--- src/rtl/pipeline_pkg.sv ---
// Shared pipeline constants and the fetch-unit state encoding.
package pipeline_pkg;

    localparam logic [31:0] NOP_INSTR        = 32'h0000_0013;
    localparam logic [31:0] DEFAULT_RESET_PC = 32'h0000_0000;

    typedef enum logic {
        FETCH = 1'b0,
        DROP  = 1'b1
    } fetch_state_t;

endpackage

--- src/rtl/fetch_queue.sv ---
// Two-entry {pc,instr} FIFO between instruction memory and decode.
module fetch_queue (
    input  logic        clk,
    input  logic        rst,
    input  logic        push,
    input  logic        pop,
    input  logic        flush,
    input  logic [31:0] push_pc,
    input  logic [31:0] push_instr,
    output logic [1:0]  count,
    output logic        empty,
    output logic [31:0] head_pc,
    output logic [31:0] head_instr
);

    logic [31:0] pc_mem    [2];
    logic [31:0] instr_mem [2];
    logic        rd_ptr;
    logic        wr_ptr;
    logic        do_push;
    logic        do_pop;

    assign do_pop  = pop && (count != 2'd0);
    assign do_push = push && ((count != 2'd2) || do_pop);

    always_ff @(posedge clk or posedge rst) begin
        if (rst) begin
            rd_ptr <= 1'b0;
            wr_ptr <= 1'b0;
            count  <= 2'd0;
        end else if (flush) begin
            rd_ptr <= 1'b0;
            wr_ptr <= 1'b0;
            count  <= 2'd0;
        end else begin
            if (do_push) wr_ptr <= ~wr_ptr;
            if (do_pop)  rd_ptr <= ~rd_ptr;
            if (do_push && !do_pop)
                count <= count + 2'd1;
            else if (do_pop && !do_push)
                count <= count - 2'd1;
        end
    end

    // Storage needs no reset; the head is qualified by count.
    always_ff @(posedge clk) begin
        if (do_push && !flush) begin
            pc_mem[wr_ptr]    <= push_pc;
            instr_mem[wr_ptr] <= push_instr;
        end
    end

    assign empty      = (count == 2'd0);
    assign head_pc    = pc_mem[rd_ptr];
    assign head_instr = instr_mem[rd_ptr];

endmodule

--- src/rtl/fetch_unit.sv ---
// Instruction fetch: PC, memory request handshake, 2-entry queue to decode.
// Optional FETCH_NOP_FILL_EN drives a NOP on Do_instr while the queue is empty.
//
//   state | meaning
//   FETCH | normal fetching; new requests issue while queue has room
//   DROP  | redirect hit a pending request; wait for its ack and discard data
module fetch_unit
    import pipeline_pkg::*;
#(
    parameter logic [31:0] RESET_PC = DEFAULT_RESET_PC,
    parameter int          QDEPTH   = 2
) (
    input  logic        clk,
    input  logic        reset_x,
    output logic        Fo_imemReq,
    output logic [31:0] Fo_imemAddr,
    input  logic        Fi_imemAck,
    input  logic [31:0] Fi_imemRdata,
    input  logic        Fi_stall,
    input  logic        Fi_redirect,
    input  logic [31:0] Fi_redirectPC,
    output logic        Do_valid,
    output logic [31:0] Do_instr,
    output logic [31:0] Do_pc
);

    localparam logic [1:0] QMAX = 2'(QDEPTH);

`ifdef FETCH_NOP_FILL_EN
    localparam logic [31:0] EMPTY_INSTR = NOP_INSTR;
`else
    localparam logic [31:0] EMPTY_INSTR = 32'h0000_0000;
`endif

    fetch_state_t state_q;
    fetch_state_t state_d;
    logic [31:0]  pc_q;
    logic         pend_q;
    logic [31:0]  pend_addr_q;
    logic [1:0]   q_count;
    logic         q_empty;
    logic [31:0]  head_pc;
    logic [31:0]  head_instr;
    logic         done;
    logic         push;
    logic         pop;
    logic [31:0]  target;

    assign done   = Fo_imemReq && Fi_imemAck;
    assign push   = done && (state_q == FETCH) && !Fi_redirect;
    assign pop    = !q_empty && !Fi_stall && !Fi_redirect;
    assign target = Fi_redirectPC & 32'hFFFF_FFFC;

    always_ff @(posedge clk or posedge reset_x) begin
        if (reset_x)
            state_q <= FETCH;
        else
            state_q <= state_d;
    end

    always_comb begin
        state_d = state_q;
        case (state_q)
            FETCH: if (Fi_redirect && Fo_imemReq && !Fi_imemAck) state_d = DROP;
            DROP:  if (done) state_d = FETCH;
            default: state_d = FETCH;
        endcase
    end

    // Reset gates the request combinationally so it withdraws immediately.
    always_comb begin
        Fo_imemReq  = !reset_x &&
                      (pend_q || ((state_q == FETCH) && (q_count < QMAX)));
        Fo_imemAddr = pend_q ? pend_addr_q : pc_q;
        Do_valid    = !q_empty;
        Do_pc       = q_empty ? 32'h0000_0000 : head_pc;
        Do_instr    = q_empty ? EMPTY_INSTR : head_instr;
    end

    always_ff @(posedge clk or posedge reset_x) begin
        if (reset_x) begin
            pc_q        <= RESET_PC;
            pend_q      <= 1'b0;
            pend_addr_q <= 32'h0000_0000;
        end else begin
            if (Fi_redirect)
                pc_q <= target;
            else if (push)
                pc_q <= pc_q + 32'd4;
            pend_q      <= Fo_imemReq && !Fi_imemAck;
            pend_addr_q <= Fo_imemAddr;
        end
    end

    fetch_queue u_queue (
        .clk        (clk),
        .rst        (reset_x),
        .push       (push),
        .pop        (pop),
        .flush      (Fi_redirect),
        .push_pc    (Fo_imemAddr),
        .push_instr (Fi_imemRdata),
        .count      (q_count),
        .empty      (q_empty),
        .head_pc    (head_pc),
        .head_instr (head_instr)
    );

endmodule

--- config.mk ---
export PLATFORM = sky130hd
export DESIGN_NAME = fetch_unit
export DESIGN_NICKNAME = d
export VERILOG_FILES = /design/src/rtl/pipeline_pkg.sv /design/src/rtl/fetch_queue.sv /design/src/rtl/fetch_unit.sv
export SDC_FILE = /design/constraint.sdc
export NUM_CORES = 1
export LEC_CHECK = 0
export ABC_AREA = 0
export CAP_MARGIN = 20
export CORE_AREA = 5 5 134 136
export CTS_CLUSTER_DIAMETER = 80
export DETAILED_ROUTE_END_ITERATION = 8
export DIE_AREA = 0 0 139 141
export HOLD_SLACK_MARGIN = 0.05
export PLACE_DENSITY = 0.8
export SYNTH_ARGS = -nofsm -noshare
export SYNTH_HDL_FRONTEND = slang
export SYNTH_HIERARCHICAL = 1
export SYNTH_SLANG_ARGS = --single-unit
--- constraint.sdc ---
create_clock -name clk -period 9.4 [get_ports clk]
set_input_delay 1.88 -clock clk [delete_from_list [all_inputs] [get_ports clk]]
set_output_delay 1.88 -clock clk [all_outputs]
set_load 0.005 [all_outputs]
### Word level (Yosys, flattened, before mapping)

Memory sizes are Yosys's and may differ from the RTL's.
Index checks and enable logic that the tools add are counted.

* flip-flop bits (word level): 70
* RAM bits: 128
* input port bits: 69
* word-level logic and storage cells: 64
* memories: 2

* $add $sub $neg: 3
* magnitude comparators: 1
* eq/ne operators: 1
* muxes and demuxes: 17
* bitwise gates (word level): 3
* reductions and logical operators: 30

Memory list
* u_queue.instr_mem: depth 2, width 32, rd ports 1, clocked after memory_dff 0, wr ports 1, RTL line fetch_queue.sv:17 `logic [31:0] instr_mem [2];`
* u_queue.pc_mem: depth 2, width 32, rd ports 1, clocked after memory_dff 0, wr ports 1, RTL line fetch_queue.sv:16 `logic [31:0] pc_mem [2];`

Operators by type and width (number)
* 32-bit 2-to-1 mux: 5
* 32-bit by 3-bit adder with 32-bit output (second input constant): 1
* 1-bit logical AND: 15
* 1-bit 2-to-1 mux: 8
* 2-bit nonzero test: 4
* 1-bit zero test: 7
* 2-bit 2-to-1 mux: 3
* 1-bit inverter: 3
* 3-bit nonzero test: 1
* 2-bit by 1-bit adder with 2-bit output (second input constant): 1
* 2-bit zero test: 1
* 1-bit logical OR: 2
* 2-bit less-than comparator (second input constant): 1
* 2-bit inequality test (second input constant): 1
* 1-bit one-hot mux with 2 select lines: 1
* 2-bit by 1-bit subtractor with 2-bit output (second input constant): 1

### Logic depth before layout (Yosys ltp)

Gate-level depths: netlist of run 1.

* depth after elaboration: 13
* gate-level depth with buffers: 7
* depth with buffers taken out: 6

### Modules after synthesis

The synthesis of run 1 kept the hierarchy.

By module, submodules not included
* fetch_queue: instances 1, cells each 227, area an instance 4879.7 um2, seq. area each 3943.8 um2
* fetch_unit: instances 1, cells each 384, area an instance 3634.7 um2, seq. area each 1601.5 um2

### Worst setup path before layout of run 1

No wires, ideal clock.

* kind: in2reg
* from: input Fi_redirect
* to: memory u_queue.instr_mem[1][0], enable pin
* setup time: 578 ps
* data arrival time: 7642 ps
* required time: 8822 ps
* slack: 1180 ps
* stages: 5
* cells stage by stage: clkbuf_1 > buf_1 > nor3_1 > o31ai_4 > nor3b_1

* longest elaborated chain between the ends: 8
* elaborated cells between the ends (all ways): 9

RTL lines
* start: declaration: RTL line fetch_unit.sv:20 `input logic Fi_redirect,`
* 1-bit zero test: RTL line fetch_unit.sv:51 `assign pop = !q_empty && !Fi_stall && !Fi_redirect;`
* 1-bit logical AND: RTL line fetch_unit.sv:51
* net pop: RTL line fetch_unit.sv:46 `logic pop;`
* 1-bit logical AND: RTL line fetch_queue.sv:23 `assign do_pop = pop && (count != 2'd0);`
* 1-bit logical OR: RTL line fetch_queue.sv:24 `assign do_push = push && ((count != 2'd2) || do_pop);`
* 1-bit logical AND: RTL line fetch_queue.sv:24
* 1-bit logical AND: RTL line fetch_queue.sv:47 `if (do_push && !flush) begin`
* 1-bit 2-to-1 mux: RTL line fetch_queue.sv:47
* 1-bit 2-to-1 mux (not written as such): RTL line fetch_queue.sv:49 `instr_mem[wr_ptr] <= push_instr;`
* end: declaration: RTL line fetch_queue.sv:17

The timed path passes the listed nets, and every way through them passes these cells.

### Worst setup path after layout of run 1

* from: input reset_x
* to: output Fo_imemReq

* longest elaborated chain between the ends: 2

RTL lines
* start: declaration: RTL line fetch_unit.sv:14 `input logic reset_x,`
* 1-bit zero test (no line)
* 1-bit logical AND: RTL line fetch_unit.sv:72 `Fo_imemReq = !reset_x &&`
* end: declaration: RTL line fetch_unit.sv:15 `output logic Fo_imemReq,`

Every way passes these cells.

==> metrics.json, run 1 <==
{
  "seq_area_frac_synth": 0.651,
  "final.hold.worst_slack_ns": 0.531,
  "synth_fp_nets": 681,
  "crit_required_ns": 7.52,
  "post-synth-top-area-cell": "edfxtp_1",
  "num_io_pins": 167,
  "syn_avg_cell_area_sq_um": 13.9,
  "grt_pass1_wl_mm": 29.3,
  "clock-skew-final_ns": 0.00573,
  "worst_slew_pin_slew_ns": 0.937,
  "clock_insertion_delay_worst_skew_ns": 0.43,
  "post_place_cell_area_sq_mm": 0.0103,
  "viasPerCell": 5.56,
  "worst-r2r-cell-count": 7,
  "outcome": "finished, final reports clean",
  "finalCriticalPeriod_ns": 5.22,
  "hold_critical_path_endpoint": "pend_addr_q[7]$_DFF_PP0_",
  "grt.total_usage": 0.187,
  "final-max-slew-violation-count": 0,
  "placeableCoreArea_sq_mm": 0.0168,
  "design_area_sq_mm": 0.0109,
  "route.vias.total": 5595,
  "synth-edff-count": 128,
  "grt_max_degree": 67,
  "die_height_microns": 141,
  "tritoncts.num_buffers": 17,
  "netlist_instances": 611,
  "postSynthRegisterBits": 196,
  "route.detailed.drc": 0,
  "grt-ovfl-total": 0,
  "initial_antenna_violation_count": 0,
  "timing.hold.worst_path_depth": 1,
  "maxClockFrequency_mhz": 191,
  "layout.nets": 838,
  "unique_cell_type_count_in_the_yosys_netlist": 55,
  "cts_resized": 0,
  "maximum_level_of_the_cts_h_tree": 4,
  "worstSetupEndpointType": "output port",
  "critical_path_arrival_ns": 3.34,
  "hold_path_class": "flip-flop to flip-flop",
  "die_x_microns": 139,
  "multiInputGateArea_sq_mm": 0.00274,
  "clock-root-buffer": "clkbuf_16",
  "power_w": 0.00199,
  "max_cap_violations": 0,
  "overall_die_area_sq_mm": 0.0196,
  "drt_first_iter_violations": 455,
  "dp_slack_ns": 4.16,
  "p_leak_nw": 3.73,
  "route.antenna.remaining_nets": 0,
  "gpl.final_weighted_congestion": 0.871,
  "setup_viol_count_final": 0,
  "max_slew_margin": 0.371,
  "yosys.cell_count.top_type": "edfxtp_1",
  "post_cts_buffers": 0,
  "timing.reg2reg.setup_slack_ns": 5.84,
  "clock_pin_slew_worst_setup_and_hold_paths_ns": 0.06,
  "avgRoutedWirePerCell_microns": 18.3,
  "dp.final_hpwl_mm": 12.4,
  "drt-total-wl_mm": 18.4,
  "r2r-start": "pend_q$_DFF_PP0_",
  "synth.area.top_cells": "edfxtp_1 (45%), dfrtp_1 (20%), mux2_2 (12%), nor2b_1 (5.0%), or4_1 (1.4%)",
  "vdd_drop_max_mv": 0.133,
  "fillers": 1238,
  "period_share": 0.556,
  "grt_pass1_vias": 5676,
  "port-buffer-count": 164,
  "yosysWarnings": 6,
  "setup.worst_path.class": "input port to output port",
  "worst_case_setup_margin_in_the_final_layout_ns": 4.18,
  "number_of_rows_created_at_floorplan": 48,
  "num_antenna_cells": 0,
  "fin_tns_setup_ns": 0,
  "grt_setup_unrepaired": "no",
  "post_synthesis_cell_area_sq_mm": 0.00851,
  "final_layout_size_suffix_gt1_frac": 0.183,
  "detail_route.first_pass.iterations": 5,
  "power.density_cell_area_mw_per_mm2": 183,
  "ys.flop_type": "edfxtp_1",
  "start_util": 0.506,
  "crit_path_max_fanout": 10,
  "timing.final.hold_violations": 0,
  "worst_hold_startpoint": "pend_addr_q[7]$_DFF_PP0_",
  "areaGrowthSynthToFinish_pct": 27.8,
  "clockBufferDepth": 2,
  "proportion_of_register_bits_with_asynchronous_set_or_reset_after_synthesis": 0.347,
  "r2r-end": "u_queue/pc_mem[1][27]$_DFFE_PP_",
  "startpoint_type": "input port",
  "total_number_of_clock_tree_sinks": 196,
  "seq_area_sq_mm": 0.00555,
  "synth.top_cell.area_share": 0.451,
  "synth_top_cells_by_count": "edfxtp_1 (128), mux2_2 (89), dfrtp_1 (68), nor2b_1 (68), nor2_1 (30)",
  "holdBufCountCts": 0,
  "tritoncts": "built"
}
[stage by stage]
| step | std cells | utilization |
|---|---|---|
| floorplan | 611 | - |
| global placement | 974 | 0.613 |
| detailed placement | 974 | 0.613 |
| CTS | 1006 | 0.647 |
| global route | 1006 | 0.647 |
| finish | 1006 | 0.647 |
[worst max-delay path: stages]
cell,delay (ns)
clkdlybuf4s50_1,0.61
nor2_1,0.29
clkdlybuf4s50_1,0.55
[how the worst max path moves through the flow]
stage | startpoint | to | slack, ns
global placement | reset_x | Fo_imemReq | 4.17
CTS | reset_x | Fo_imemReq | 4.16
global route | reset_x | Fo_imemReq | 4.10
floorplan | Fi_redirect | u_queue/instr_mem[1][0]$_DFFE_PP_ | 1.18
detailed placement | reset_x | Fo_imemReq | 4.16
finish | reset_x | Fo_imemReq | 4.18
[where the power goes]
part | total, W | internal, W | switching (W)
Clock | 0.000701 | 0.000395 | 0.000306
Sequential | 0.00102 | 0.000984 | 0.0000357
Combinational | 0.000274 | 0.000150 | 0.000123
Total | 0.00199 | 0.00153 | 0.000465
[flip-flops by register name, indices dropped and copies added, names as in the netlist]
register,flops
state_q,1
u_queue/rd_ptr,1
u_queue/instr_mem,64
u_queue/count,2
pend_q,1
pc_q,30
u_queue/pc_mem,64
u_queue/wr_ptr,1
pend_addr_q,32
[layout make-up]
cell class              instances  area share
flip-flops and latches        196       0.510
multi-input cells             370       0.252
repair buffers                172       0.156
clock buffers                  21      0.0405
well taps                     225      0.0259
clock inverters                11      0.0115
inverters                      11     0.00402
[cells in the final DEF, fill, tap and decap left out, types with 5 or more instances in the layout]
| cell | netlist | layout |
|---|---|---|
| a21oi_1 | 5 | 5 |
| a31oi_1 | 16 | 16 |
| and2_1 | 6 | 6 |
| buf_4 | 5 | 8 |
| clkbuf_16 | 0 | 17 |
| clkdlybuf4s50_1 | 0 | 164 |
| dfrtp_1 | 68 | 67 |
| edfxtp_1 | 128 | 128 |
| inv_1 | 9 | 8 |
| mux2_2 | 89 | 89 |
| nand2_1 | 27 | 27 |
| nand3_1 | 13 | 13 |
| nand4_1 | 16 | 16 |
| nor2_1 | 30 | 29 |
| nor2b_1 | 68 | 68 |
| nor3_1 | 8 | 7 |
| o21ai_0 | 16 | 16 |
| o31ai_1 | 14 | 14 |
| or4_1 | 16 | 16 |
[cells by family after synthesis]
group	after synthesis	synth area share
compound gates	63	0.0503
buf+inv	45	0.0287
xor+xnor	7	0.00720
simple gates	207	0.139
fa+ha+maj	1	0.00147
flops	196	0.651
mux	92	0.122
[layer usage]
metal / global-route usage / vias up / wire length (microns)
li1: - / 2583 / -
met1: 0.242 / 2753 / 7910
met2: 0.318 / 236 / 9140
met3: 0.0387 / 23 / 1070
met4: 0.0618 / 0 / 278
met5: 0 / - / 0
Power figures use the tool's default switching activity.
==> run 2, diff against run 1 <==
- clock period: 9.4 -> 5.1 ns (I/O delays scaled with it)
==> metrics.json, run 2 (synthesis results as in run 1) <==
{
  "grt_pass1_wl": {"value": 30.1, "unit": "mm", "change": "+2.5%"},
  "final_layout_size_suffix_gt1_frac": {"value": 0.190, "change": "+0.00671"},
  "max_cap_violations": {"value": 0, "change": "unchanged"},
  "clockBufferDepth": {"value": 2, "change": "unchanged"},
  "layout_commonest_cell": "clkdlybuf4s50_1",
  "maximum_level_of_the_cts_h_tree": {"value": 4, "change": "unchanged"},
  "crit_required": {"value": 4.08, "unit": "ns", "change": "-3.44 ns"},
  "cts_resized": {"value": 0, "change": "unchanged"},
  "max_slew_margin": {"value": 0.338, "change": "-0.0331"},
  "fin_tns_setup": {"value": 0, "unit": "ns", "change": "unchanged"},
  "power.switching": {"value": 0.000856, "unit": "W", "change": "+84%"},
  "dp_cells": {"value": 977, "change": "+0.31%"},
  "clock-root-buffer": "clkbuf_16",
  "number_of_rows_created_at_floorplan": {"value": 48, "change": "unchanged"},
  "critical_path_arrival": {"value": 2.82, "unit": "ns", "change": "-0.52 ns"},
  "tritoncts": "built",
  "critical-path-top-delay-family": "simple AND/OR/NAND/NOR gates",
  "hold_critical_path_endpoint": "pend_addr_q[6]$_DFF_PP0_",
  "power.share.clock": {"value": 0.365, "change": "+0.014"},
  "overall_die_area": {"value": 0.0196, "unit": "sq mm", "change": "unchanged"},
  "detail_route.first_pass.iterations": {"value": 5, "change": "unchanged"},
  "holdBufCountCts": {"value": 0, "change": "unchanged"},
  "cellInternalPower": {"value": 0.00291, "unit": "W", "change": "+90%"},
  "setup.worst_path.start": "u_queue/count[1]$_DFFE_PP0P_",
  "start_util": {"value": 0.506, "change": "unchanged"},
  "tritoncts.num_buffers": {"value": 17, "change": "unchanged"},
  "maxClockFrequency_mhz": 260,
  "clock_insertion_delay_worst_skew": {"value": 0.42, "unit": "ns", "change": "about the same"},
  "num_io_pins": {"value": 167, "change": "unchanged"},
  "worstSetupEndpointType": "output port",
  "post_cts_buffers": {"value": 0, "change": "unchanged"},
  "clock_pin_slew_worst_setup_and_hold_paths": {"value": 0.06, "unit": "ns", "change": "about the same"},
  "power_frac_comb": {"value": 0.135, "change": "-0.002"},
  "vdd_drop_max": {"value": 0.243, "unit": "mV", "change": "+83%"},
  "route.vias.total": {"value": 5598, "change": "+0.054%"},
  "critPathMaxStageDelay": {"value": 0.84, "unit": "ns", "change": "+0.23 ns"},
  "placeableCoreArea": {"value": 0.0168, "unit": "sq mm", "change": "unchanged"},
  "period_share": 0.753,
  "route.detailed.drc": {"value": 0, "change": "unchanged"},
  "final_util": {"value": 0.653, "change": "+0.00633"},
  "path_cells": "nor2_4 -> buf_4 -> nor2b_1 -> clkdlybuf4s50_1",
  "avgRoutedWirePerCell": {"value": 18.3, "unit": "microns", "change": "about the same"},
  "p_leak": {"value": 3.78, "unit": "nW", "change": "+1.5%"},
  "die_x": {"value": 139, "unit": "microns", "change": "unchanged"},
  "cp_num_cells": {"value": 4, "change": "+1"},
  "fillers": {"value": 1238, "change": "unchanged"},
  "post_layout_nonfiller_instances": {"value": 1010, "change": "+0.40%"},
  "drt_first_iter_violations": {"value": 508, "change": "+12%"},
  "critical_path_buf_inv_count": {"value": 2, "change": "unchanged"},
  "design_area": {"value": 0.0110, "unit": "sq mm", "change": "+0.98%"},
  "power.sequential.fraction": {"value": 0.500, "change": "-0.011"},
  "power.density_cell_area": {"value": 343, "unit": "mW/mm^2", "change": "+87%"},
  "power": {"value": 0.00377, "unit": "W", "change": "+89%"},
  "worst_hold_startpoint": "pend_addr_q[6]$_DFF_PP0_",
  "worst-r2r-cell-count": {"value": 6, "change": "-1"},
  "final-max-slew-violation-count": {"value": 0, "change": "unchanged"},
  "grt_max_degree": {"value": 51, "change": "-24%"},
  "hold_path_class": "flip-flop to flip-flop",
  "port-buffer-count": {"value": 164, "change": "unchanged"},
  "timing.final.hold_violations": {"value": 0, "change": "unchanged"},
  "layout.nets": {"value": 842, "change": "+0.48%"},
  "finalCriticalPeriod_ns": 3.84,
  "route.antenna.remaining_nets": {"value": 0, "change": "unchanged"},
  "dp.final_hpwl": {"value": 12.8, "unit": "mm", "change": "+2.6%"},
  "setup_viol_count_final": {"value": 0, "change": "unchanged"},
  "timing.reg2reg.setup_slack": {"value": 1.97, "unit": "ns", "change": "-3.87 ns"},
  "num_antenna_cells": {"value": 0, "change": "unchanged"},
  "largestRegisters": "u_queue/instr_mem x64, u_queue/pc_mem x64, pend_addr_q x32",
  "critPathSlowestCell": "nor2_4",
  "p_sw_frac": {"value": 0.227, "change": "-0.00592"},
  "crit_path_max_fanout": {"value": 40, "change": "+30"},
  "r2r-start": "pend_q$_DFF_PP0_",
  "total_number_of_clock_tree_sinks": {"value": 196, "change": "unchanged"},
  "gpl.final_weighted_congestion": {"value": 0.909, "change": "+4.3%"},
  "drt-total-wl": {"value": 18.5, "unit": "mm", "change": "+0.47%"},
  "layout_common_cells": "clkdlybuf4s50_1 (164), edfxtp_1 (128), mux2_2 (89), nor2b_1 (68), dfrtp_1 (67)",
  "setup.worst_path.class": "flip-flop to output port",
  "grt_pass1_vias": {"value": 5782, "change": "+1.9%"},
  "areaGrowthSynthToFinish_pct": 29.1,
  "initial_antenna_violation_count": {"value": 0, "change": "unchanged"},
  "clock-skew-final": {"value": 0.00987, "unit": "ns", "change": "+0.00414 ns"},
  "viasPerCell": {"value": 5.54, "change": "-0.34%"},
  "grt-ovfl-total": {"value": 0, "change": "unchanged"},
  "grt.total_usage": {"value": 0.192, "change": "+0.00530"},
  "outcome": "finished, final reports clean",
  "post_place_cell_area": {"value": 0.0104, "unit": "sq mm", "change": "+0.34%"},
  "r2r-end": "u_queue/pc_mem[1][20]$_DFFE_PP_",
  "grt_setup_unrepaired": "no",
  "timing.hold.worst_path_depth": {"value": 1, "change": "unchanged"},
  "die_height": {"value": 141, "unit": "microns", "change": "unchanged"},
  "startpoint_type": "flip-flop",
  "worst_slew_pin_slew": {"value": 0.990, "unit": "ns", "change": "+0.0531 ns"}
}
-- run 2: cell types whose count changed in the layout (fill, tap and decap cells not counted), sizes merged --
| cell | delta |
|---|---|
| buf | +4 |
| clkinv | -2 |
| clkbuf | +1 |
| bufinv | +1 |
-- run 2: worst reg2reg max path: stages, from the launching register on --
cell and delay [ns]:
dfrtp_1 0.86, or2b_2 0.28, nand3_1 0.22, nor2_1 0.40
o31ai_4 0.19, nor3b_4 0.25, buf_4 0.53
-- run 2: power groups by stage --
stage	clock (W)	combinational (W)	sequential (W)
finish	0.00138	0.000509	0.00188
global route	0.00149	0.000556	0.00189
CTS	0.00141	0.000515	0.00188
detailed placement	0	0.000511	0.00191
global placement	0	0.000499	0.00191
floorplan	0	0.000251	0.00189
-- run 2: layout make-up --
class                   instances  area [sq um]  area share
multi-input cells             370          2760       0.251
clock buffers                  22           474      0.0432
clock inverters                10           143      0.0130
well taps                     225           282      0.0256
flip-flops and latches        196          5550       0.505
repair buffers                176          1740       0.159
inverters                      11          43.8     0.00399
-- run 2: how the worst max path moves through the flow --
| stage | end | slack [ns] |
|---|---|---|
| 2_1_floorplan | u_queue/instr_mem[1][0]$_DFFE_PP_ | 0.007 |
| 3_3_place_gp | u_queue/pc_mem[1][20]$_DFFE_PP_ | 1.28 |
| 3_5_place_dp | u_queue/pc_mem[1][25]$_DFFE_PP_ | 1.20 |
| 4_1_cts | Do_instr[2] | 1.18 |
| 5_1_grt | Do_pc[24] | 1.05 |
| 6_report | Do_instr[2] | 1.26 |
-- run 2: per-layer routing --
layer | share of wire | global-route usage | vias to the layer above
met1 | 0.43 | 0.245 | 2791
met2 | 0.49 | 0.327 | 195
met5 | 0 | 0 | -
met4 | 0.0094 | 0.0433 | 0
li1 | - | - | 2598
met3 | 0.071 | 0.0594 | 14
-- run 2: stage by stage --
stage / setup slack (ns) / hold WS (ns)
global placement: 1.28 / 0.508
CTS: 1.18 / 0.535
detailed placement: 1.20 / 0.516
floorplan: 0.00679 / 0.506
finish: 1.26 / 0.530
global route: 1.05 / 0.553
==> RTL change (flow settings as in run 1) <==
Make the reset (`reset_x` and `rst`) synchronous in 3 clocked blocks.
--- a/src/rtl/fetch_queue.sv
+++ b/src/rtl/fetch_queue.sv
@@ -23,7 +23,7 @@
     assign do_pop  = pop && (count != 2'd0);
     assign do_push = push && ((count != 2'd2) || do_pop);
 
-    always_ff @(posedge clk or posedge rst) begin
+    always_ff @(posedge clk) begin
         if (rst) begin
             rd_ptr <= 1'b0;
             wr_ptr <= 1'b0;
--- a/src/rtl/fetch_unit.sv
+++ b/src/rtl/fetch_unit.sv
@@ -51,7 +51,7 @@
     assign pop    = !q_empty && !Fi_stall && !Fi_redirect;
     assign target = Fi_redirectPC & 32'hFFFF_FFFC;
 
-    always_ff @(posedge clk or posedge reset_x) begin
+    always_ff @(posedge clk) begin
         if (reset_x)
             state_q <= FETCH;
         else
@@ -77,7 +77,7 @@
         Do_instr    = q_empty ? EMPTY_INSTR : head_instr;
     end
 
-    always_ff @(posedge clk or posedge reset_x) begin
+    always_ff @(posedge clk) begin
         if (reset_x) begin
             pc_q        <= RESET_PC;
             pend_q      <= 1'b0;
Function: differs if reset_x is asserted again (counterexample within 4 cycles, from zero or initial values and one cycle with reset_x high); with reset_x held inactive, the same outputs for 4 cycles.
==> RTL change against run 1 <==
- count of clock-buffer cells in the layout decreased by 2
- global-route usage increased by 0.52 points
- clock power increased by 7.1%
- wire length increased by 1.7%
- cell area increased by 0.93%
- first-iteration DRC count increased by 6.2%
- sequential cell count increased by 1
- setup slack improved by 80 ps
- cell count increased by 4.6%
- clock skew increased by 5.2 ps
- total power decreased by 6.0%
- maximum frequency increased by 1.6%
- synthesized area increased by 0.97%
- critical endpoint unchanged
- largest power group unchanged
==> RTL change: results (changes against run 1) <==
- Outcome: completed (unchanged)
- Switching Fraction: 21.0% (was 23.3%)
- Slew margin rel.: 39.4% (was 37.1%)
- DR vias: 5751 (was 5595)
- Non-filler cells, final: 1052 (was 1006)
- Syn nets: 732 (was 681)
- Compound-cell area share of the yosys netlist: 5.22% (was 5.03%)
- Worst path slowest cell: buf_4 (was clkdlybuf4s50_1)
- Largest net degree at the start of global routing: 83 (was 67)
- Worst r2r path cells: 5 (was 7)
- Logic pwr share: 8.3% (was 13.7%)
- 1st-iter DRT viols: 483 (was 455)
- Reg-to-reg startpoint: pend_q (unchanged)
- Fin Hold WS: 524 ps (was 531 ps)
- Worst hold endpoint: u_queue/wr_ptr (was pend_addr_q[7])
- Avg Cell Area, Syn: 13.0 µm² (was 13.9 µm²)
- Synth cell types: 59 (was 55)
- Top cells by area, synth: edfxtp_1 (45%), dfxtp_1 (16%), mux2_1 (7.9%) (was edfxtp_1 (45%), dfrtp_1 (20%), mux2_2 (12%))
- Sequential fraction of the synthesis area: 60.8% (was 65.1%)
- CP max FO: 82 (was 10)
- Worst VDD drop: 0.159 mV (was 0.133 mV)
- Critical path arrival: 3260 ps (was 3340 ps)
- Share of cells above drive strength 1: 10.6% (was 18.3%)
- Hpwl dp: 12600 µm (was 12400 µm)
- Commonest cells in the netlist: edfxtp_1 (128), nor2b_1 (99), dfxtp_1 (69), mux2_1 (60), mux2_2 (32) (was edfxtp_1 (128), mux2_2 (89), dfrtp_1 (68), nor2b_1 (68), nor2_1 (30))
- Min-delay src: u_queue/wr_ptr (was pend_addr_q[7])
- Post-layout nets: 885 (was 838)
- GPL Wtd Cong: 0.879 (was 0.871)
- Drt first pass iters: 6 (was 5)
- All-layer global routing usage: 19.2% (was 18.7%)
- Power share of the clock group: 40.0% (was 35.1%)
- Synth async-reset ratio: 0% (was 34.7%)
- Global-route wire length before repair: 30500 µm (was 29300 µm)
## RTL change: changes by cell type after synthesis, moves of 9 or more
cell	run 1	this run
dfrtp_1	68	0
nor2b_1	68	99
a211oi_1	0	13
dfxtp_1	0	69
o31ai_1	14	5
a311oi_1	1	11
mux2_2	89	32
or4_1	16	5
a31oi_1	16	0
mux2_1	0	60
## RTL change: area by class of cell
cell class / instances / area, µm²
Multi-Input combinational cell: 414 / 3120
Tap cell: 225 / 282
Sequential cell: 197 / 5230
Inverter: 12 / 45.0
Clock buffer: 19 / 433
Timing Repair Buffer: 172 / 1700
Fill cell: 1276 / 5830
Clock inverter: 13 / 179
## RTL change: worst max path at each step
stage                              end  slack [ps]  cells past startpoint
2_1_floorplan  u_queue/instr_mem[1][0]        1410                      5
3_3_place_gp                Fo_imemReq        4280                      4
3_5_place_dp                Fo_imemReq        4260                      4
4_1_cts                     Fo_imemReq        4240                      4
5_1_grt                     Fo_imemReq        4110                      4
6_report                    Fo_imemReq        4260                      4
## RTL change: cell families (layout without fill, tap and decap cells)
| kind of cell | count (synthesis) | after routing |
|---|---|---|
| AND/OR/NAND/NOR | 248 | 248 |
| flip-flops | 197 | 197 |
| multiplexers | 94 | 94 |
| AO/OA/AOI/OAI | 60 | 60 |
| buffers and inverters | 50 | 216 |
| XOR/XNOR | 10 | 10 |
| adder cells (fa/ha/maj) | 2 | 2 |
## RTL change: metal layers
metal | up-vias | wire length [µm] | GRT usage (%)
met5 | - | 0 | 0
met1 | 2754 | 8170 | 25.7
li1 | 2761 | - | -
met3 | 25 | 1120 | 3.56
met4 | 0 | 301 | 6.02
met2 | 211 | 9100 | 32.1
## RTL change: worst reg2reg max path, stage by stage, from the launching register on
cell and delay, ps:
dfxtp_1 730, nor2b_1 280, nor3_1 390, o31ai_2 200
nor3_2 130, buf_4 710
